[src/rtl/dual_pixel_framer_fp16.sv]
// Purpose: pair two 8-bit pixel streams, convert each to FP16 and tag raster col/row (optional SOF realign: DUAL_PIXEL_FRAMER_SOF_SYNC_EN).
// Latency: 2 cycles from acceptance of the later partner to valid_o, with no older pairs queued.
// Backpressure: per-stream ready drops only when that stream's FIFO is full; the output side has none.

// Purpose: show-ahead FIFO, power-of-two depth.
// Latency: pushed entry visible at head the cycle after the push.
// Backpressure: caller must not push when full or pop when empty.
module pair_fifo #(
  parameter int WIDTH = 8,
  parameter int DEPTH = 4
) (
  input  logic             clk_i,
  input  logic             rst_i,
  input  logic             push,
  input  logic [WIDTH-1:0] push_dat,
  input  logic             pop,
  output logic [WIDTH-1:0] head_dat,
  output logic             empty,
  output logic             full
);
  localparam int AW = $clog2(DEPTH);

  logic [WIDTH-1:0] mem [DEPTH];
  logic [AW-1:0]    wr_ptr;
  logic [AW-1:0]    rd_ptr;
  logic [AW:0]      count;

  always_ff @(posedge clk_i) begin
    if (push) mem[wr_ptr] <= push_dat;
  end

  always_ff @(posedge clk_i) begin
    if (rst_i) begin
      wr_ptr <= '0;
      rd_ptr <= '0;
      count  <= '0;
    end else begin
      if (push) wr_ptr <= wr_ptr + 1'b1;
      if (pop)  rd_ptr <= rd_ptr + 1'b1;
      count <= count + {{AW{1'b0}}, push} - {{AW{1'b0}}, pop};
    end
  end

  assign head_dat = mem[rd_ptr];
  assign empty    = (count == '0);
  assign full     = (count == (AW+1)'(DEPTH));
endmodule

module dual_pixel_framer_fp16 #(
  parameter int IMAGE_WIDTH     = 640,
  parameter int IMAGE_HEIGHT    = 480,
  parameter int PAIR_FIFO_DEPTH = 4
) (
  input  logic        clk_i,
  input  logic        rst_i,
  input  logic [7:0]  a_data_i,
  input  logic        a_sof_i,
  input  logic        a_valid_i,
  output logic        a_ready_o,
  input  logic [7:0]  t_data_i,
  input  logic        t_sof_i,
  input  logic        t_valid_i,
  output logic        t_ready_o,
  output logic [15:0] i_a_o,
  output logic [15:0] i_t_o,
  output logic [15:0] col_o,
  output logic [15:0] row_o,
  output logic        valid_o,
  output logic        eof_o
);
`ifdef DUAL_PIXEL_FRAMER_SOF_SYNC_EN
  localparam int EW = 9;
`else
  localparam int EW = 8;
`endif
  localparam logic [15:0] LAST_COL = 16'(IMAGE_WIDTH - 1);
  localparam logic [15:0] LAST_ROW = 16'(IMAGE_HEIGHT - 1);

  logic [EW-1:0] a_push_dat, t_push_dat, a_head, t_head;
  logic a_empty, a_full, t_empty, t_full;
  logic a_push, t_push, pair_pop;
  logic [15:0] col_cnt, row_cnt, emit_col, emit_row, next_col, next_row;
  logic emit_eof;

`ifdef DUAL_PIXEL_FRAMER_SOF_SYNC_EN
  assign a_push_dat = {a_sof_i, a_data_i};
  assign t_push_dat = {t_sof_i, t_data_i};
`else
  logic unused_sof;
  assign unused_sof = a_sof_i ^ t_sof_i;
  assign a_push_dat = a_data_i;
  assign t_push_dat = t_data_i;
`endif

  assign a_ready_o = !rst_i && !a_full;
  assign t_ready_o = !rst_i && !t_full;
  assign a_push    = a_valid_i && a_ready_o;
  assign t_push    = t_valid_i && t_ready_o;
  assign pair_pop  = !a_empty && !t_empty;

  pair_fifo #(.WIDTH(EW), .DEPTH(PAIR_FIFO_DEPTH)) u_a_fifo (
    .clk_i(clk_i), .rst_i(rst_i), .push(a_push), .push_dat(a_push_dat),
    .pop(pair_pop), .head_dat(a_head), .empty(a_empty), .full(a_full)
  );

  pair_fifo #(.WIDTH(EW), .DEPTH(PAIR_FIFO_DEPTH)) u_t_fifo (
    .clk_i(clk_i), .rst_i(rst_i), .push(t_push), .push_dat(t_push_dat),
    .pop(pair_pop), .head_dat(t_head), .empty(t_empty), .full(t_full)
  );

  // Every u8 is exactly representable: the value is normalised so its MSB becomes the hidden bit.
  function automatic logic [15:0] to_fp16(input logic [7:0] v);
    logic [2:0]  p;
    logic [10:0] sh;
    p = 3'd0;
    for (int i = 0; i < 8; i++) if (v[i]) p = 3'(i);
    sh = 11'(v) << (4'd10 - 4'(p));
    to_fp16 = (v == 8'd0) ? 16'h0000 : {1'b0, 5'd15 + 5'(p), sh[9:0]};
  endfunction

  always_comb begin
    emit_col = col_cnt;
    emit_row = row_cnt;
`ifdef DUAL_PIXEL_FRAMER_SOF_SYNC_EN
    if (a_head[8] || t_head[8]) begin
      emit_col = 16'd0;
      emit_row = 16'd0;
    end
`endif
    if (emit_col == LAST_COL) begin
      next_col = 16'd0;
      next_row = (emit_row == LAST_ROW) ? 16'd0 : emit_row + 16'd1;
    end else begin
      next_col = emit_col + 16'd1;
      next_row = emit_row;
    end
    emit_eof = (emit_col == LAST_COL) && (emit_row == LAST_ROW);
  end

  always_ff @(posedge clk_i) begin
    if (rst_i) begin
      col_cnt <= '0;
      row_cnt <= '0;
      i_a_o   <= '0;
      i_t_o   <= '0;
      col_o   <= '0;
      row_o   <= '0;
      valid_o <= 1'b0;
      eof_o   <= 1'b0;
    end else begin
      valid_o <= pair_pop;
      if (pair_pop) begin
        col_cnt <= next_col;
        row_cnt <= next_row;
        i_a_o   <= to_fp16(a_head[7:0]);
        i_t_o   <= to_fp16(t_head[7:0]);
        col_o   <= emit_col;
        row_o   <= emit_row;
        eof_o   <= emit_eof;
      end
    end
  end
endmodule

[config.mk]
export PLATFORM = sky130hd
export DESIGN_NAME = dual_pixel_framer_fp16
export DESIGN_NICKNAME = d
export VERILOG_FILES = /design/src/rtl/dual_pixel_framer_fp16.sv
export SDC_FILE = /design/constraint.sdc
export NUM_CORES = 1
export LEC_CHECK = 0
export BUFFER_PORTS_ARGS = -buffer_cell sky130_fd_sc_hd__buf_2
export CAP_MARGIN = 20
export CORE_MARGIN = 8
export CORE_UTILIZATION = 58
export CTS_BUF_LIST = sky130_fd_sc_hd__clkbuf_16
export DETAILED_ROUTE_END_ITERATION = 10
export PLACE_DENSITY_LB_ADDON = 0.12
export SYNTH_ARGS = -nofsm -noshare
export SYNTH_HDL_FRONTEND = slang
export SYNTH_SLANG_ARGS = --single-unit
[constraint.sdc]
create_clock -name clk_i -period 4.2 [get_ports clk_i]
set_input_delay 0.42 -clock clk_i [delete_from_list [all_inputs] [get_ports clk_i]]
set_output_delay 0.42 -clock clk_i [all_outputs]
set_load 0.005 [all_outputs]
# ---- Word level (Yosys, flattened, before mapping)
# Memory sizes are Yosys's and may differ from the RTL's. A register that Yosys moved wholly into a read port is not among the register bits.
# Index checks and enable logic that the tools add are counted.
dict set report op_classes {
  n_addsub 14
  n_eq_ne 4
  shifts 2
  muxes 30
  reduce_logical 16
}
# op count
set op_table {}
lappend op_table {{3-bit two-way mux} 16}
lappend op_table {{16-bit by 1-bit adder with 16-bit output (second input constant)} 2}
lappend op_table {{16-bit two-way mux} 2}
lappend op_table {{15-bit two-way mux} 2}
lappend op_table {{8-bit by 4-bit << shifter with 10-bit output} 2}
lappend op_table {{16-bit by 10-bit == test with 1-bit output (second input constant)} 1}
lappend op_table {{16-bit by 9-bit == test with 1-bit output (second input constant)} 1}
lappend op_table {{8-bit zero test} 2}
lappend op_table {{4-bit by 3-bit adder with 5-bit output (first input constant)} 2}
lappend op_table {{2-bit by 1-bit adder with 2-bit output (second input constant)} 4}
lappend op_table {{2-bit two-way mux} 4}
lappend op_table {{4-bit by 3-bit subtractor with 4-bit output (first input constant)} 2}
lappend op_table {{3-bit by 1-bit adder with 3-bit output} 2}
lappend op_table {{3-bit == test (second input constant)} 2}
lappend op_table {{1-bit logical AND} 6}
lappend op_table {{3-bit zero test} 2}
lappend op_table {{1-bit two-way mux} 6}
lappend op_table {{3-bit by 1-bit subtractor with 3-bit output} 2}
lappend op_table {{1-bit zero test} 5}
lappend op_table {{2-bit AND reduction} 1}
dict set report word_totals {
  ff_bits 112
  mem_bits_rw 64
  in_bits 22
  output_inout_bits 68
  mem_count 2
}
# memory depth word_bits read_ports rd_clocked_by_memory_dff write_ports line_no
set mem_list {}
lappend mem_list {u_a_fifo.mem 4 8 1 1 1 23} ;# logic [WIDTH-1:0] mem [DEPTH];
lappend mem_list {u_t_fifo.mem 4 8 1 1 1 23}

# ---- Depth between registers and ports, before layout
dict set report logic_depth {
  word_depth 12
  ltp_mapped 14
  mapped_depth_nobuf 12
}

# ---- Cells and area by module
# From an unflattened synthesis, not the netlist that was laid out.
dict set report unflattened {
  cells_unflattened 825
  area_unflattened_um2 8192.9
}
# mod n_inst cells_per_inst area_per_inst_um2 seq_area_each_um2
set by_module_without_submodules {}
lappend by_module_without_submodules {dual_pixel_framer_fp16 1 657 4999.8 1921.8}
lappend by_module_without_submodules {pair_fifo 2 84 1596.5 1141.1}

# ---- Least setup slack after synthesis
# No wires, ideal clock.
dict set report synth_path {
  path_kind {flip-flop to flip-flop}
  startpoint {register (tool-made name)}
  endpoint {register i_t_o[0]}
  setup_ps 71
  arrival_time_ps 3269
  required_ps 4129
  slack_ps 860
  path_stages_with_launch 13
  n_path_buf 3
  period_less_slack_ps 3340
  path_cell_list {dfxtp_1 buf_6 mux4_2 clkbuf_1 or2_2 o31ai_2 inv_1 ha_1 buf_1 xnor2_4 nand2_2 or4_1 a21oi_1}
}
# item line_no
set synth_rtl {}
lappend synth_rtl {{to (signal assigned)} 156} ;# i_t_o <= to_fp16(t_head[7:0]);
lappend synth_rtl {{to (decl)} 65} ;# output logic [15:0] i_t_o,

==> reports/summary.txt <==
Hpwl dp -> 12,250 µm
Syn avg cell area -> 10.16 µm²
Fin Setup TNS -> 0 ns
CTS tree -> done
Via-to-Cell Ratio -> 5.775
Total wire length -> 17,650 µm
Layout cells sized above 1 -> 17.90%
Number of antenna diodes -> 0
Post_cts resized -> 0
Worst slew margin -> 44.86%
Post-route ant nets -> 0
First-pass GRT wire length -> 29,110 µm
Filler cell count -> 1,078
Mapped Cells -> 788
Startpoint Class -> register
RD Place Congestion -> 0.9484
Slowest-stage cell, CP -> mux4_2
Clock transition at the registers of the reported paths -> 0.07 ns
CP Class -> reg2reg
Worst path cell trace -> mux4_2 -> nor2b_1 -> a211oi_1 -> or2_2 -> inv_1 -> ha_1 -> inv_1 -> o21ba_1 -> a221o_1 -> a221oi_1 -> a21o_1
Fin. max-slew vios -> 0
Largest net degree at the start of global routing -> 76
Area Growth Syn to Fin -> 14.50%
Port bufs -> 85
Final net count -> 897
Grt total ovfl -> 0
Hold Path Class -> in2reg
Vias in the first global route -> 5,901
Clock buffer depth -> 2
1st-iter DRT viols -> 350
Syn Std Cell Area -> 0.008009 mm²
GRT Util Overall -> 19.97%
Total die area -> 0.01782 mm²
Initial core utilization -> 58.61%
Skew-Pair Late Insertion Delay -> 0.43 ns
Status -> finished clean
Fin. Hold Viols -> 0
Worst vdd ir -> 0.3691 mV
CTS root buf -> clkbuf_16
Tmin final -> 3.627 ns
Via count -> 6,041
Distinct cells, synth -> 72
Worst EP required -> 4.57 ns
Core region area -> 0.01367 mm²
Drt wl/cell -> 16.88 µm
Rows -> 43
Post-synth EDFFs -> 64
Final setup fails -> 0
Synth Flop Type -> dfxtp_1
Die height -> 133.5 µm
CTS buffer count -> 17
Commonest non-fill, non-tap cell in the layout -> dfxtp_1
Pre-antenna DRT Iters -> 5
Register area share after synthesis -> 52.49%
Clock sinks -> 178
Worst hold slack -> 0.2025 ns
Final period util -> 86.36%
Post-CTS Setup Bufs -> 0
Die width -> 133.5 µm
Crit-path most repeated cell -> inv_1
Worst stage delay on the critical path -> 0.70 ns
Residual DRC -> 0
H-tree levels -> 4
Worst-Margin Slew -> 0.8241 ns
Pwr per Cell Area -> 616.5 mW/mm²
Yosys Warn Count -> 0
Pwr Total -> 5.654 mW
Commonest cells after routing, fill and taps aside -> 114 x dfxtp_1, 107 x nand2_1, 86 x buf_2
Io pins -> 90
Critical Path AT -> 4.00 ns
Max frequency -> 0.2757 GHz
CP Capture Type -> register
Lkg Pwr -> 3.517 nW
Unrepaired setup endpoints after global routing -> false
Synth async-reset ratio -> 0%
Initial antenna violation count -> 0
Synthesis-stage register bit count -> 178
Max FO, Critical Path -> 11
Max-cap violations -> 0
Clock Skew -> 0.009636 ns
# hold bufs at CTS -> 0
## layout make-up
class | count | area [µm²] | area share (%)
Tap cell | 180 | 225.2 | 2.456
Clock inverter | 15 | 226.5 | 2.470
Multi-Input combinational cell | 533 | 3490 | 38.05
Inverter | 29 | 108.9 | 1.187
Timing Repair Buffer | 94 | 490.5 | 5.349
Sequential cell | 178 | 4204 | 45.85
Clock buffer | 17 | 425.4 | 4.639
## logic make-up after synthesis
| logic type | after synthesis | synth area share [%] |
|---|---|---|
| simple gates | 294 | 17.29 |
| flops | 178 | 52.49 |
| compound gates | 154 | 12.80 |
| buf+inv | 78 | 4.015 |
| xor+xnor | 41 | 4.718 |
| fa+ha+maj | 22 | 3.624 |
| mux | 20 | 5.015 |
| other cells | 1 | 0.04682 |
## power by group
group / total [mW] / internal, mW / switching [mW]
combinational: 1.83 / 0.673 / 1.15
sequential: 2.09 / 1.97 / 0.128
clock: 1.73 / 1.06 / 0.670
total: 5.65 / 3.70 / 1.95
## per-layer routing
layer  track usage [%]  up-vias  part of all wire [%]
li1                  -     2941                     -
met1             24.02     2881                    44
met2             33.68      186                    49
met3             4.367       33                   4.9
met4             8.858        0                   2.3
met5                 0        -                     0
## Yosys cell counts (all sizes together) (5+ instances only)
library cell	number	area, µm²
a21oi	56	280.3
a22oi	8	60.06
a31oi	6	37.54
and2	6	37.54
and3	13	81.33
buf	13	77.57
clkbuf	36	135.1
dfxtp	114	2282
edfxtp	64	1922
ha	20	250.2
inv	28	105.1
mux4	16	360.4
nand2	109	411.7
nand2b	5	31.28
nand3	14	70.07
nand4	19	118.9
nor2	79	296.5
nor2b	11	68.82
nor3	10	50.05
nor4	5	46.29
o211ai	5	37.54
o21ai	18	90.09
o31ai	11	87.58
or2	6	37.54
xnor2	11	115.1
xor2	30	262.8
## final timing paths
kind,from,slack [ns],end,cells past startpoint
hold / removal,t_data_i[4],0.20,u_t_fifo.mem[1][4],1
setup reg to reg,register,0.57,i_a_o[5],11
hold reg to reg,col_o[2],0.45,col_o[2],2
setup / recovery,register,0.57,i_a_o[5],11
## worst max-delay path, delay by kind of cell, from the launching register on
| kind | cells | cell delay, ns |
|---|---|---|
| AOI/OAI and AO/OA | 5 | 1.15 |
| adders and majority gates | 1 | 0.48 |
| buffers and inverters | 2 | 0.32 |
| DFF | 1 | 0.54 |
| muxes | 1 | 0.70 |
| and+or+nand+nor | 2 | 0.39 |
## stage by stage
stage	cells	instance area (µm²)	utilization (%)	worst slack [ns]
6_report	1046	9170	67.10	0.5727
2_1_floorplan	789	8013	-	0.8600
4_1_cts	1046	9170	67.10	0.5619
3_5_place_dp	1014	8518	62.33	0.5867
3_3_place_gp	1013	8513	62.30	0.6088
5_1_grt	1046	9170	67.10	0.2672
## sequential cells by signal (all words and copies together), names as in the netlist, 15 cells and up, named ones only
register and cells:
u_t_fifo.mem 32, u_a_fifo.mem 32, row_o 16, col_o 16, col_cnt 16, emit_row 16
i_t_o 15, i_a_o 15
Power figures use the tool's default switching activity.
